[src/rtl/vdic_mult_pkg.sv]
// Shared types and helpers for the pipelined parity-protected multiplier.
//  - DEF_*       : default generics of vdic_mult_pipe
//  - mode_e      : per-transaction operand interpretation
//  - even_parity : XOR-reduction; narrower vectors are zero-extended by the caller
package vdic_mult_pkg;

  localparam int unsigned DEF_DATA_W      = 16;
  localparam int unsigned DEF_PIPE_STAGES = 3;
  localparam int unsigned DEF_FIFO_DEPTH  = 4;
  localparam int unsigned PAR_MAX_W       = 128;

  typedef enum logic {
    MODE_UNSIGNED = 1'b0,
    MODE_SIGNED   = 1'b1
  } mode_e;

  // Zero-extension leaves the XOR unchanged, so one fixed width serves every operand size.
  function automatic logic even_parity(input logic [PAR_MAX_W-1:0] v);
    return ^v;
  endfunction

endpackage

[src/rtl/vdic_sync_fifo.sv]
// Synchronous FIFO with wrap-bit pointers.
//  clk, rst      : clock, synchronous active-high reset (clears pointers)
//  push, wdata   : write request/data; ignored when full
//  pop           : read request; ignored when empty
//  rdata         : head entry, forced to 0 while empty
//  full, empty   : status
//  count         : current occupancy (0..DEPTH)
module vdic_sync_fifo #(
  parameter int unsigned WIDTH = 8,
  parameter int unsigned DEPTH = 4
) (
  input  logic                       clk,
  input  logic                       rst,
  input  logic                       push,
  input  logic [WIDTH-1:0]           wdata,
  input  logic                       pop,
  output logic [WIDTH-1:0]           rdata,
  output logic                       full,
  output logic                       empty,
  output logic [$clog2(DEPTH):0]     count
);

  localparam int unsigned AW = $clog2(DEPTH);

  logic [WIDTH-1:0] mem [DEPTH];
  logic [AW:0]      wr_ptr;
  logic [AW:0]      rd_ptr;
  logic             do_push;
  logic             do_pop;

  // Equal indices: the wrap bit tells full from empty.
  assign empty   = (wr_ptr == rd_ptr);
  assign full    = (wr_ptr[AW] != rd_ptr[AW]) && (wr_ptr[AW-1:0] == rd_ptr[AW-1:0]);
  assign count   = wr_ptr - rd_ptr;
  assign do_push = push & ~full;
  assign do_pop  = pop & ~empty;
  assign rdata   = empty ? '0 : mem[rd_ptr[AW-1:0]];

  // Pointer update
  always_ff @(posedge clk) begin
    if (rst) begin
      wr_ptr <= '0;
      rd_ptr <= '0;
    end else begin
      if (do_push) wr_ptr <= wr_ptr + (AW+1)'(1);
      if (do_pop)  rd_ptr <= rd_ptr + (AW+1)'(1);
    end
  end

  // Storage
  always_ff @(posedge clk) begin
    if (do_push) mem[wr_ptr[AW-1:0]] <= wdata;
  end

endmodule

[src/rtl/vdic_mult_pipe.sv]
// Pipelined parity-protected multiplier with result FIFO and credit-based operand acceptance.
//  clk, rst                       : clock, synchronous active-high reset
//  arg_a/arg_b (+ _parity)        : operands with even parity bits
//  arg_signed                     : 1 = two's-complement, 0 = unsigned
//  req / ack                      : operand handshake; ack is combinational
//  result, result_parity          : FIFO head product and its parity
//  arg_parity_error               : FIFO head came from bad-parity operands
//  result_rdy / result_ack        : result handshake, pop on rdy & ack
module vdic_mult_pipe
  import vdic_mult_pkg::*;
#(
  parameter int unsigned DATA_W      = DEF_DATA_W,
  parameter int unsigned PIPE_STAGES = DEF_PIPE_STAGES,
  parameter int unsigned FIFO_DEPTH  = DEF_FIFO_DEPTH
) (
  input  logic                clk,
  input  logic                rst,
  input  logic [DATA_W-1:0]   arg_a,
  input  logic                arg_a_parity,
  input  logic [DATA_W-1:0]   arg_b,
  input  logic                arg_b_parity,
  input  logic                arg_signed,
  input  logic                req,
  output logic                ack,
  output logic [2*DATA_W-1:0] result,
  output logic                result_parity,
  output logic                arg_parity_error,
  output logic                result_rdy,
  input  logic                result_ack
);

  localparam int unsigned RES_W = 2 * DATA_W;
  localparam int unsigned CNT_W = $clog2(FIFO_DEPTH) + 1;
  localparam int unsigned SUM_W = CNT_W + 1;

  typedef struct packed {
    logic [RES_W-1:0] prod;
    logic             par;
    logic             perr;
  } entry_t;

  localparam int unsigned ENTRY_W = $bits(entry_t);

  mode_e                  mode;
  logic [RES_W-1:0]       ext_a;
  logic [RES_W-1:0]       ext_b;
  logic [RES_W-1:0]       prod_c;
  logic                   err_c;
  entry_t                 in_entry;
  entry_t                 stage_q [PIPE_STAGES];
  logic [PIPE_STAGES-1:0] vld_q;
  logic [CNT_W-1:0]       inflight_q;
  logic [CNT_W-1:0]       fifo_count;
  logic [SUM_W-1:0]       outstanding;
  logic                   fifo_full;
  logic                   fifo_empty;
  logic                   fifo_push;
  logic                   accept;
  logic                   pop;
  logic [ENTRY_W-1:0]     head_bits;
  entry_t                 head;

  // Operand extension, full-width product and parity check on the accepted operands
  always_comb begin
    in_entry = '0;
    mode     = mode_e'(arg_signed);
    if (mode == MODE_SIGNED) begin
      ext_a = {{DATA_W{arg_a[DATA_W-1]}}, arg_a};
      ext_b = {{DATA_W{arg_b[DATA_W-1]}}, arg_b};
    end else begin
      ext_a = {{DATA_W{1'b0}}, arg_a};
      ext_b = {{DATA_W{1'b0}}, arg_b};
    end
    // Truncating the 2W x 2W product to 2W is exact for sign-extended operands.
    prod_c = ext_a * ext_b;
    err_c  = (arg_a_parity != even_parity(PAR_MAX_W'(arg_a))) |
             (arg_b_parity != even_parity(PAR_MAX_W'(arg_b)));
    if (err_c) begin
      in_entry.perr = 1'b1;
    end else begin
      in_entry.prod = prod_c;
      in_entry.par  = even_parity(PAR_MAX_W'(prod_c));
    end
  end

  // Credits: in-pipeline work plus FIFO occupancy; a pop this cycle frees a slot
  assign pop         = ~fifo_empty & result_ack;
  assign outstanding = SUM_W'(inflight_q) + SUM_W'(fifo_count);
  assign ack         = req & ~rst & ((outstanding < SUM_W'(FIFO_DEPTH)) | pop);
  assign accept      = req & ack;
  assign fifo_push   = vld_q[PIPE_STAGES-1] & ~fifo_full;

  // Pipeline valid bits
  always_ff @(posedge clk) begin
    if (rst) begin
      vld_q <= '0;
    end else begin
      vld_q[0] <= accept;
      for (int unsigned i = 1; i < PIPE_STAGES; i++) vld_q[i] <= vld_q[i-1];
    end
  end

  // Pipeline payload; meaningful only where the matching valid bit is set
  always_ff @(posedge clk) begin
    stage_q[0] <= in_entry;
    for (int unsigned i = 1; i < PIPE_STAGES; i++) stage_q[i] <= stage_q[i-1];
  end

  // Count of transactions still travelling down the pipeline
  always_ff @(posedge clk) begin
    if (rst) begin
      inflight_q <= '0;
    end else begin
      case ({accept, fifo_push})
        2'b10:   inflight_q <= inflight_q + CNT_W'(1);
        2'b01:   inflight_q <= inflight_q - CNT_W'(1);
        default: inflight_q <= inflight_q;
      endcase
    end
  end

  vdic_sync_fifo #(
    .WIDTH (ENTRY_W),
    .DEPTH (FIFO_DEPTH)
  ) u_fifo (
    .clk   (clk),
    .rst   (rst),
    .push  (fifo_push),
    .wdata (stage_q[PIPE_STAGES-1]),
    .pop   (pop),
    .rdata (head_bits),
    .full  (fifo_full),
    .empty (fifo_empty),
    .count (fifo_count)
  );

  assign head             = entry_t'(head_bits);
  assign result           = head.prod;
  assign result_parity    = head.par;
  assign arg_parity_error = head.perr;
  assign result_rdy       = ~fifo_empty;

endmodule

[config.mk]
export PLATFORM = sky130hd
export DESIGN_NAME = vdic_mult_pipe
export DESIGN_NICKNAME = d
export VERILOG_FILES = /design/src/rtl/vdic_mult_pkg.sv /design/src/rtl/vdic_sync_fifo.sv /design/src/rtl/vdic_mult_pipe.sv
export SDC_FILE = /design/constraint.sdc
export NUM_CORES = 1
export LEC_CHECK = 0
export CAP_MARGIN = 20
export CORE_MARGIN = 1.5
export CORE_UTILIZATION = 40
export CTS_BUF_LIST = sky130_fd_sc_hd__clkbuf_8 sky130_fd_sc_hd__clkbuf_16
export DETAILED_ROUTE_END_ITERATION = 6
export PLACE_DENSITY = 0.54
export SKIP_CTS_REPAIR_TIMING = 1
export SLEW_MARGIN = 30
export SYNTH_ARGS = -nofsm -noshare
export SYNTH_HDL_FRONTEND = slang
export SYNTH_HIERARCHICAL = 1
export SYNTH_SLANG_ARGS = --single-unit
[constraint.sdc]
create_clock -name clk -period 16.4 [get_ports clk]
set_input_delay 4.1 -clock clk [delete_from_list [all_inputs] [get_ports clk]]
set_output_delay 4.1 -clock clk [all_outputs]
set_load 0.01 [all_outputs]
==> results of run 1 <==
-- cells in the mapped netlist, types with 9 or more instances --
| cell | number |
|---|---|
| a21o_1 | 12 |
| a21oi_1 | 37 |
| and2_1 | 185 |
| and3_1 | 30 |
| clkbuf_1 | 68 |
| dfxtp_1 | 116 |
| edfxtp_1 | 136 |
| fa_1 | 337 |
| ha_1 | 136 |
| inv_1 | 371 |
| mux4_2 | 34 |
| nand2_1 | 119 |
| nand3_1 | 12 |
| nor2_1 | 48 |
| nor2b_1 | 50 |
| nor3_1 | 9 |
| o21ai_0 | 14 |
| xnor2_1 | 88 |
| xnor3_1 | 10 |
| xor2_1 | 22 |
-- cells by family (layout without fill, tap and decap cells) --
group | after synthesis | in the layout | share of synthesized area, %
AND/OR/NAND/NOR | 487 | 487 | 12.1
adder cells (fa/ha/maj) | 473 | 473 | 38.5
buffers and inverters | 452 | 509 | 7.91
flip-flops | 252 | 252 | 29.2
XOR/XNOR | 122 | 122 | 5.60
AO/OA/AOI/OAI | 103 | 103 | 3.11
multiplexers | 35 | 35 | 3.54
-- cell type report --
type	instances	area share, %
Clock buffer	25	2.46
Clock inverter	15	0.519
Inverter	371	5.78
Multi-Input combinational cell	1220	57.3
Sequential cell	252	26.6
Tap cell	696	3.61
Timing Repair Buffer	98	3.78
-- worst register-to-register path: cells and delay by family, from the launching register on --
kind,cells,cell delay [ps]
fa+ha+maj,3,880
flops,1,430
buf+inv,4,640
compound gates,2,350
simple gates,5,1180
xor+xnor,1,160
-- per-layer routing --
metal	track usage [%]	vias up	wire length, µm
met5	0	-	0
met4	3.55	0	726
met3	1.93	43	1940
met2	28.6	235	21700
met1	25.0	6613	22700
li1	-	6078	-
-- final timing paths --
kind	start	endpoint	slack, ps	cells after the start
min reg2reg	stage_q[0][10]	stage_q[0][44]	320	0
max	arg_signed	stage_q[0][1]	3720	29
min	stage_q[0][10]	stage_q[0][44]	320	0
max reg2reg	u_fifo/wr_ptr[0]	inflight_q[2]	12690	15
-- sequential cells by signal, summed over array words and instances (netlist names), named ones only --
register / flops
u_fifo/wr_ptr: 3
u_fifo/rd_ptr: 3
vld_q: 3
inflight_q: 3
u_fifo/mem: 136
stage_q: 102
-- metrics by stage --
| step | setup WS [ps] | std cells | area (µm²) | hold slack (ps) | util (%) |
|---|---|---|---|---|---|
| 3_3_place_gp | 3290 | 2637 | 23400 | 310 | 43.3 |
| 6_report | 3720 | 2677 | 24100 | 324 | 44.6 |
| 2_1_floorplan | 4200 | 1924 | 21900 | 310 | - |
| 3_5_place_dp | 3180 | 2637 | 23400 | 312 | 43.3 |
| 4_1_cts | 3720 | 2677 | 24100 | 318 | 44.6 |
| 5_1_grt | 3210 | 2677 | 24100 | 322 | 44.6 |
==> impl_results.md, run 1 <==
- Run status: complete, no violations
- Main synth FF type: edfxtp_1
- CTS H-Tree Depth: 1
- Final hold viol count: 0
- Most frequent cells in the layout: 376 x inv_1, 337 x fa_1, 185 x and2_1
- Crit path kind: input port to flip-flop
- Drc violations: 0
- Setup TNS: 0 ps
- Yosys warns: 6
- Mapped cell area: 21,900 µm²
- Crit path max-delay family: adder cells
- Area leader, netlist: fa_1
- Final HPWL DP: 37.5 mm
- Commonest non-fill, non-tap cell in the layout: inv_1
- Hold Crit Class: flip-flop to flip-flop
- Antenna violations before repair: 0
- Total of max-cap violations: 0
- CP required: 16,840 ps
- Share of layout cells above drive strength 1: 5.60%
- Peak Freq: 0.0788 GHz
- ANT nets after route: 0
- Avg Inst Size Synth: 11.4 µm²
- Critical path capture point type: flip-flop
- Tot GR Track Use: 17.4%
- Highest cell delay on the worst timing path: 580 ps
- Startpoint Class: input port
- Final slew viol count: 0
- Worst Skew: 9.39 ps
- Rel. slew slack: 35.7%
- Seq/Total Area, Yosys: 29.2%
- Die width: 237 µm
- Fillers: 5,108
- Num CTS Buffers: 22
- Clk_lat worst skew: 520 ps
- Post-synth ARST share: 0%
- CTS tree: yes
- GPL Wtd Cong: 0.842
- CTS Sinks: 252
- RSZ-0062 raised after global routing: no
- CP Buf/Inv Count: 7
- Cells after Synth: 1,924
- Seq cells post-synth: 252
- Crit-path max FO: 24
- Mapped Nets: 2,436
- Initial Util: 40.6%
- Top cell type's share of synthesized area: 30.8%
- Period utilization: 77.3%
- Final min period: 12,680 ps
- DRT iter0 DRCs: 460
- Clock Root Buffer: clkbuf_16
- Slowest CP cell: fa_1
- Number of flops mapped to enable cells by yosys: 136
- DIE HEIGHT: 237 µm
- Drt first pass iters: 5
- Cell Rows: 85
- Synth cell types: 70
- First-pass GRT wire length: 76.9 mm
- Slew @ Worst Pin: 962 ps
- Total die area: 56,300 µm²
- Port Buffers: 74
- Area Growth Syn to Fin: 9.84%
- Total core area: 54,000 µm²
- N_diodes: 0
- Largest cells by area after synthesis: fa_1 31%, edfxtp_1 19%, dfxtp_1 11%
- I/O pin total: 75
- Area of the multi-input gates: 13,800 µm²
- Routed len/inst: 17.6 µm
- Nets: 2,477
- WL final: 47.1 mm
- Cell mode on critical path: fa_1
- Clk buf depth: 3
- Vias per inst: 4.84
- Worst path arrival time: 13,120 ps
- Grt ovf: 0
- Via count: 12,969
- Final setup vio count: 0
- FF+latch area: 6410 µm²
- Vias in the first global route: 14,101
- Clock transition at path regs: 60 ps
- Largest net degree at the start of global routing: 37
Power of run 1 is left out: the tool's default activity adds up to more than one toggle a clock period on the data nets, which glitch-free logic cannot reach.
==> inputs of run 2 (changes only) <==
PLACE_DENSITY = 0.56   (was 0.54)
clock period = 10.8 ns   (was 16.4 ns; I/O delays follow)
==> impl_results.md, run 2 (same netlist as run 1, synthesis figures left out) <==
- Peak Freq: 0.0958 GHz
- Highest cell delay on the worst timing path: 540 ps
- N_diodes: 0
- Clock transition at path regs: 70 ps
- Worst Skew: 8.47 ps
- WL final: 47.5 mm
- Largest net degree at the start of global routing: 37
- Area Growth Syn to Fin: 14.9%
- Vias per inst: 4.77
- Final setup vio count: 0
- CTS H-Tree Depth: 1
- Drc violations: 0
- Hold Slack: 323 ps
- Port Buffers: 74
- Via count: 13,367
- Design Area, Final: 25,200 µm²
- Slew @ Worst Pin: 788 ps
- Total core area: 54,000 µm²
- Clock Root Buffer: clkbuf_16
- Nets: 2,601
- Share of layout cells above drive strength 1: 11.3%
- Max FFs per register: 136
- Final slew viol count: 0
- Post-DP Area: 24,400 µm²
- CTS Sinks: 252
- Grt ovf: 0
- Initial Util: 40.6%
- Slowest CP cell: clkdlybuf4s50_1
- Reg2reg start: u_fifo/wr_ptr[0]
- Final HPWL DP: 38.9 mm
- Drt first pass iters: 4
- Hold Crit Class: flip-flop to flip-flop
- Reg2reg path depth: 15
- RR Endpoint: inflight_q[2]
- Final worst-path setup slack: 359 ps
- CP Buf/Inv Count: 7
- Worst hold endpoint: stage_q[0][98]
- Antenna violations before repair: 0
- Crit-path max FO: 6
- Period utilization: 96.7%
- Cell mode on critical path: fa_1
- GPL Wtd Cong: 0.882
- Run status: complete, no violations
- Commonest non-fill, non-tap cell in the layout: inv_1
- Reg2Reg Setup Slack: 7080 ps
- Worst path arrival time: 10,860 ps
- Hold path depth: 0
- Total of max-cap violations: 0
- Startpoint Class: input port
- Post-layout util: 46.6%
- Total die area: 56,300 µm²
- DRT iter0 DRCs: 537
- Clk buf depth: 3
- Tot GR Track Use: 17.4%
- Final hold viol count: 0
- First-pass GRT wire length: 77.6 mm
- CTS tree: yes
- Crit path max-delay family: adder cells
- Crit path kind: input port to flip-flop
- Placement Setup Slack: -433 ps
- I/O pin total: 75
- Vias in the first global route: 14,670
- Most frequent cells in the layout: 375 x inv_1, 337 x fa_1, 184 x and2_1
- Hold_sp: stage_q[0][64]
- Cell Rows: 85
- ANT nets after route: 0
- Die width: 237 µm
- CP required: 11,220 ps
- Final min period: 10,440 ps
- Worst setup path start: arg_signed
- Critical path capture point type: flip-flop
- Num CTS Buffers: 21
- Routed len/inst: 17.0 µm
- Clk_lat worst skew: 490 ps
- Rel. slew slack: 47.4%
- DIE HEIGHT: 237 µm
## run 2: changes by cell type in the layout (fill, tap and decap cells not counted), sizes merged
cell / delta
buf: +123
bufinv: -1
clkbuf: -1
clkdlybuf4s50: +1
clkinv: -2
clkinvlp: +2
dlymetal6s2s: +1
## run 2: area by class of cell
type,count,area (µm²)
Fill cell,4944,28800
Clock buffer,24,578
Timing Repair Buffer,223,2030
Inverter,371,1390
Clock inverter,14,78.8
Tap cell,696,871
Multi-Input combinational cell,1220,13800
Sequential cell,252,6410
## run 2: through the flow
stage | setup TNS [ps] | cells
finish | 0 | 2800
detailed placement | -433 | 2757
floorplan | 0 | 1924
global route | -12.1 | 2800
global placement | -293 | 2757
CTS | 0 | 2795
## run 2: metal layers
metal  vias to the layer above  track usage, %  part of all wire [%]
met4                         0            4.75                   2.5
li1                       6314               -                     -
met3                        60           0.929                   2.9
met1                      6749            23.8                    47
met2                       244            30.3                    48
met5                         -               0                     0
## run 2: worst register-to-register path, stage by stage (launching register included)
cell and delay, ps:
dfxtp_1 420, inv_1 120, ha_1 350, nand2_1 270, and2b_1 290, buf_4 350, nor2b_1 230, a21oi_1 220
nor3b_1 90, inv_1 90, ha_1 180, inv_1 60, fa_1 370, xor2_1 160, or3_1 310, a21oi_1 140
## run 2: how the worst max path moves through the flow
| stage | to | slack (ps) | cells past startpoint |
|---|---|---|---|
| floorplan | stage_q[0][1] | 2 | 30 |
| global placement | stage_q[0][1] | -290 | 29 |
| detailed placement | stage_q[0][1] | -430 | 27 |
| CTS | stage_q[0][1] | 90 | 27 |
| global route | stage_q[0][1] | -10 | 29 |
| finish | stage_q[0][1] | 360 | 29 |
Power of run 2 is left out for the same reason.
==> inputs of run 3 (changes only) <==
ABC_AREA = 1   (was unset)
==> impl_results.md, run 3 <==
- Run status: complete, no violations
- Largest net degree at the start of global routing: 70
- Worst setup path start: arg_signed
- Mapped Nets: 3,152
- Drc violations: 0
- CP Buf/Inv Count: 6
- Clk buf depth: 3
- Area Growth Syn to Fin: 9.79%
- Final hold viol count: 0
- Total core area: 57,700 µm²
- Final worst-path setup slack: 772 ps
- Tot GR Track Use: 18.8%
- Reg2reg start: u_fifo/wr_ptr[0]
- Nets: 3,210
- Top cell type's share of synthesized area: 28.9%
- Antenna violations before repair: 0
- Cells after Synth: 2,640
- Seq/Total Area, Yosys: 27.4%
- Design Area, Final: 25,700 µm²
- DRT iter0 DRCs: 683
- Final min period: 10,030 ps
- Main synth FF type: edfxtp_1
- Period utilization: 92.9%
- First-pass GRT wire length: 89.6 mm
- RR Endpoint: inflight_q[2]
- CP required: 11,180 ps
- Reg2reg path depth: 15
- Num CTS Buffers: 21
- Yosys warns: 6
- GPL Wtd Cong: 0.891
- Post-synth ARST share: 0%
- CTS Sinks: 252
- Critical path capture point type: flip-flop
- RSZ-0062 raised after global routing: no
- Setup TNS: 0 ps
- Most frequent cells in the layout: 656 x inv_1, 502 x nand2_1, 337 x fa_1
- Vias per inst: 4.65
- Cell Rows: 88
- Largest cells by area after synthesis: fa_1 29%, edfxtp_1 17%, inv_1 11%
- Area leader, netlist: fa_1
- Placement Setup Slack: 197 ps
- DIE HEIGHT: 245 µm
- Mapped cell area: 23,400 µm²
- Seq cells post-synth: 252
- Vias in the first global route: 17,251
- Crit path kind: input port to flip-flop
- Worst path arrival time: 10,410 ps
- Grt ovf: 0
- Slowest CP cell: fa_1
- Routed len/inst: 15.8 µm
- ANT nets after route: 0
- Synth top cells by count: 654 x inv_1, 502 x nand2_1, 337 x fa_1, 247 x nor2_1
- Drt first pass iters: 5
- Die width: 245 µm
- CTS H-Tree Depth: 1
- Final slew viol count: 0
- Final setup vio count: 0
- Final HPWL DP: 44.9 mm
- Via count: 16,184
- Initial Util: 40.5%
- Slew @ Worst Pin: 766 ps
- Worst Skew: 9.50 ps
- Clock transition at path regs: 70 ps
- Startpoint Class: input port
- Port Buffers: 74
- Clock Root Buffer: clkbuf_16
- N_diodes: 0
- Number of cells on the critical path: 30
- CP Capture Point: stage_q[0][1]
- Share of layout cells above drive strength 1: 7.15%
- I/O pin total: 75
- Crit path max-delay family: adder cells
- CTS tree: yes
- Number of flops mapped to enable cells by yosys: 136
- Clk_lat worst skew: 490 ps
- Peak Freq: 0.0997 GHz
- Commonest non-fill, non-tap cell in the layout: inv_1
- Synth cell types: 48
- WL final: 54.9 mm
- Avg Inst Size Synth: 8.85 µm²
- Highest cell delay on the worst timing path: 700 ps
- Hold Crit Class: flip-flop to flip-flop
- Count leader, synth: inv_1
- Total of max-cap violations: 0
- Cell mode on critical path: fa_1
- Crit-path max FO: 12
- Max FFs per register: 136
- Total die area: 59,900 µm²
- Reg2Reg Setup Slack: 7670 ps
- Rel. slew slack: 48.9%
- Post-DP Area: 25,000 µm²
-- run 3: changes by cell type after synthesis, sizes merged, moves of 49 or more --
cell / delta
nand2: +410
nand3: +49
inv: +305
nor2: +207
o21ai: +75
and2: -186
nor2b: -50
-- run 3: per-layer routing --
metal / wire (µm) / global-route usage [%] / up-vias
met1: 24800 / 24.7 / 7910
met5: 0 / 0 / -
met2: 27200 / 34.1 / 326
met3: 1700 / 0.853 / 73
li1: - / - / 7875
met4: 1260 / 4.77 / 0
-- run 3: kinds of logic (layout without fill, tap and decap cells) --
family          count (synthesis)  in the layout  share of synthesized area [%]
xor+xnor                       82             82                           3.14
flops                         252            252                           27.4
buf+inv                       770            842                           13.1
compound gates                185            185                           4.63
simple gates                  878            878                           15.6
fa+ha+maj                     473            473                           36.2
-- run 3: worst reg2reg max path, delay by kind of cell, from the launching register on --
| kind | cells | cell delay (ps) |
|---|---|---|
| and+or+nand+nor | 3 | 360 |
| adders and majority gates | 3 | 850 |
| DFF | 1 | 400 |
| AOI/OAI and AO/OA | 5 | 620 |
| buffers and inverters | 4 | 790 |
-- run 3: worst min-delay path by stage --
stage	start	cells past startpoint	to	slack (ps)
after global routing	stage_q[0][56]	0	stage_q[0][90]	330
after detailed placement	stage_q[0][30]	0	stage_q[0][64]	310
after CTS	stage_q[0][56]	0	stage_q[0][90]	320
after floorplan	stage_q[0][66]	0	stage_q[0][100]	310
final	stage_q[0][53]	0	stage_q[0][87]	320
after global placement	stage_q[0][53]	0	stage_q[0][87]	310
-- run 3: layout make-up --
cell class / instances / area (µm²)
Sequential cell: 252 / 6410
Fill cell: 5680 / 32000
Clock buffer: 23 / 553
Multi-Input combinational cell: 1618 / 13900
Tap cell: 765 / 957
Inverter: 676 / 2550
Clock inverter: 14 / 108
Timing Repair Buffer: 129 / 1150
-- run 3: per-stage QoR --
stage | hold WS [ps] | utilization, % | instances
after global placement | 310 | 43.3 | 3440
after CTS | 323 | 44.5 | 3477
final | 321 | 44.5 | 3477
after floorplan | 310 | - | 2640
after detailed placement | 312 | 43.3 | 3440
after global routing | 326 | 44.5 | 3477
Power of run 3 is left out for the same reason.
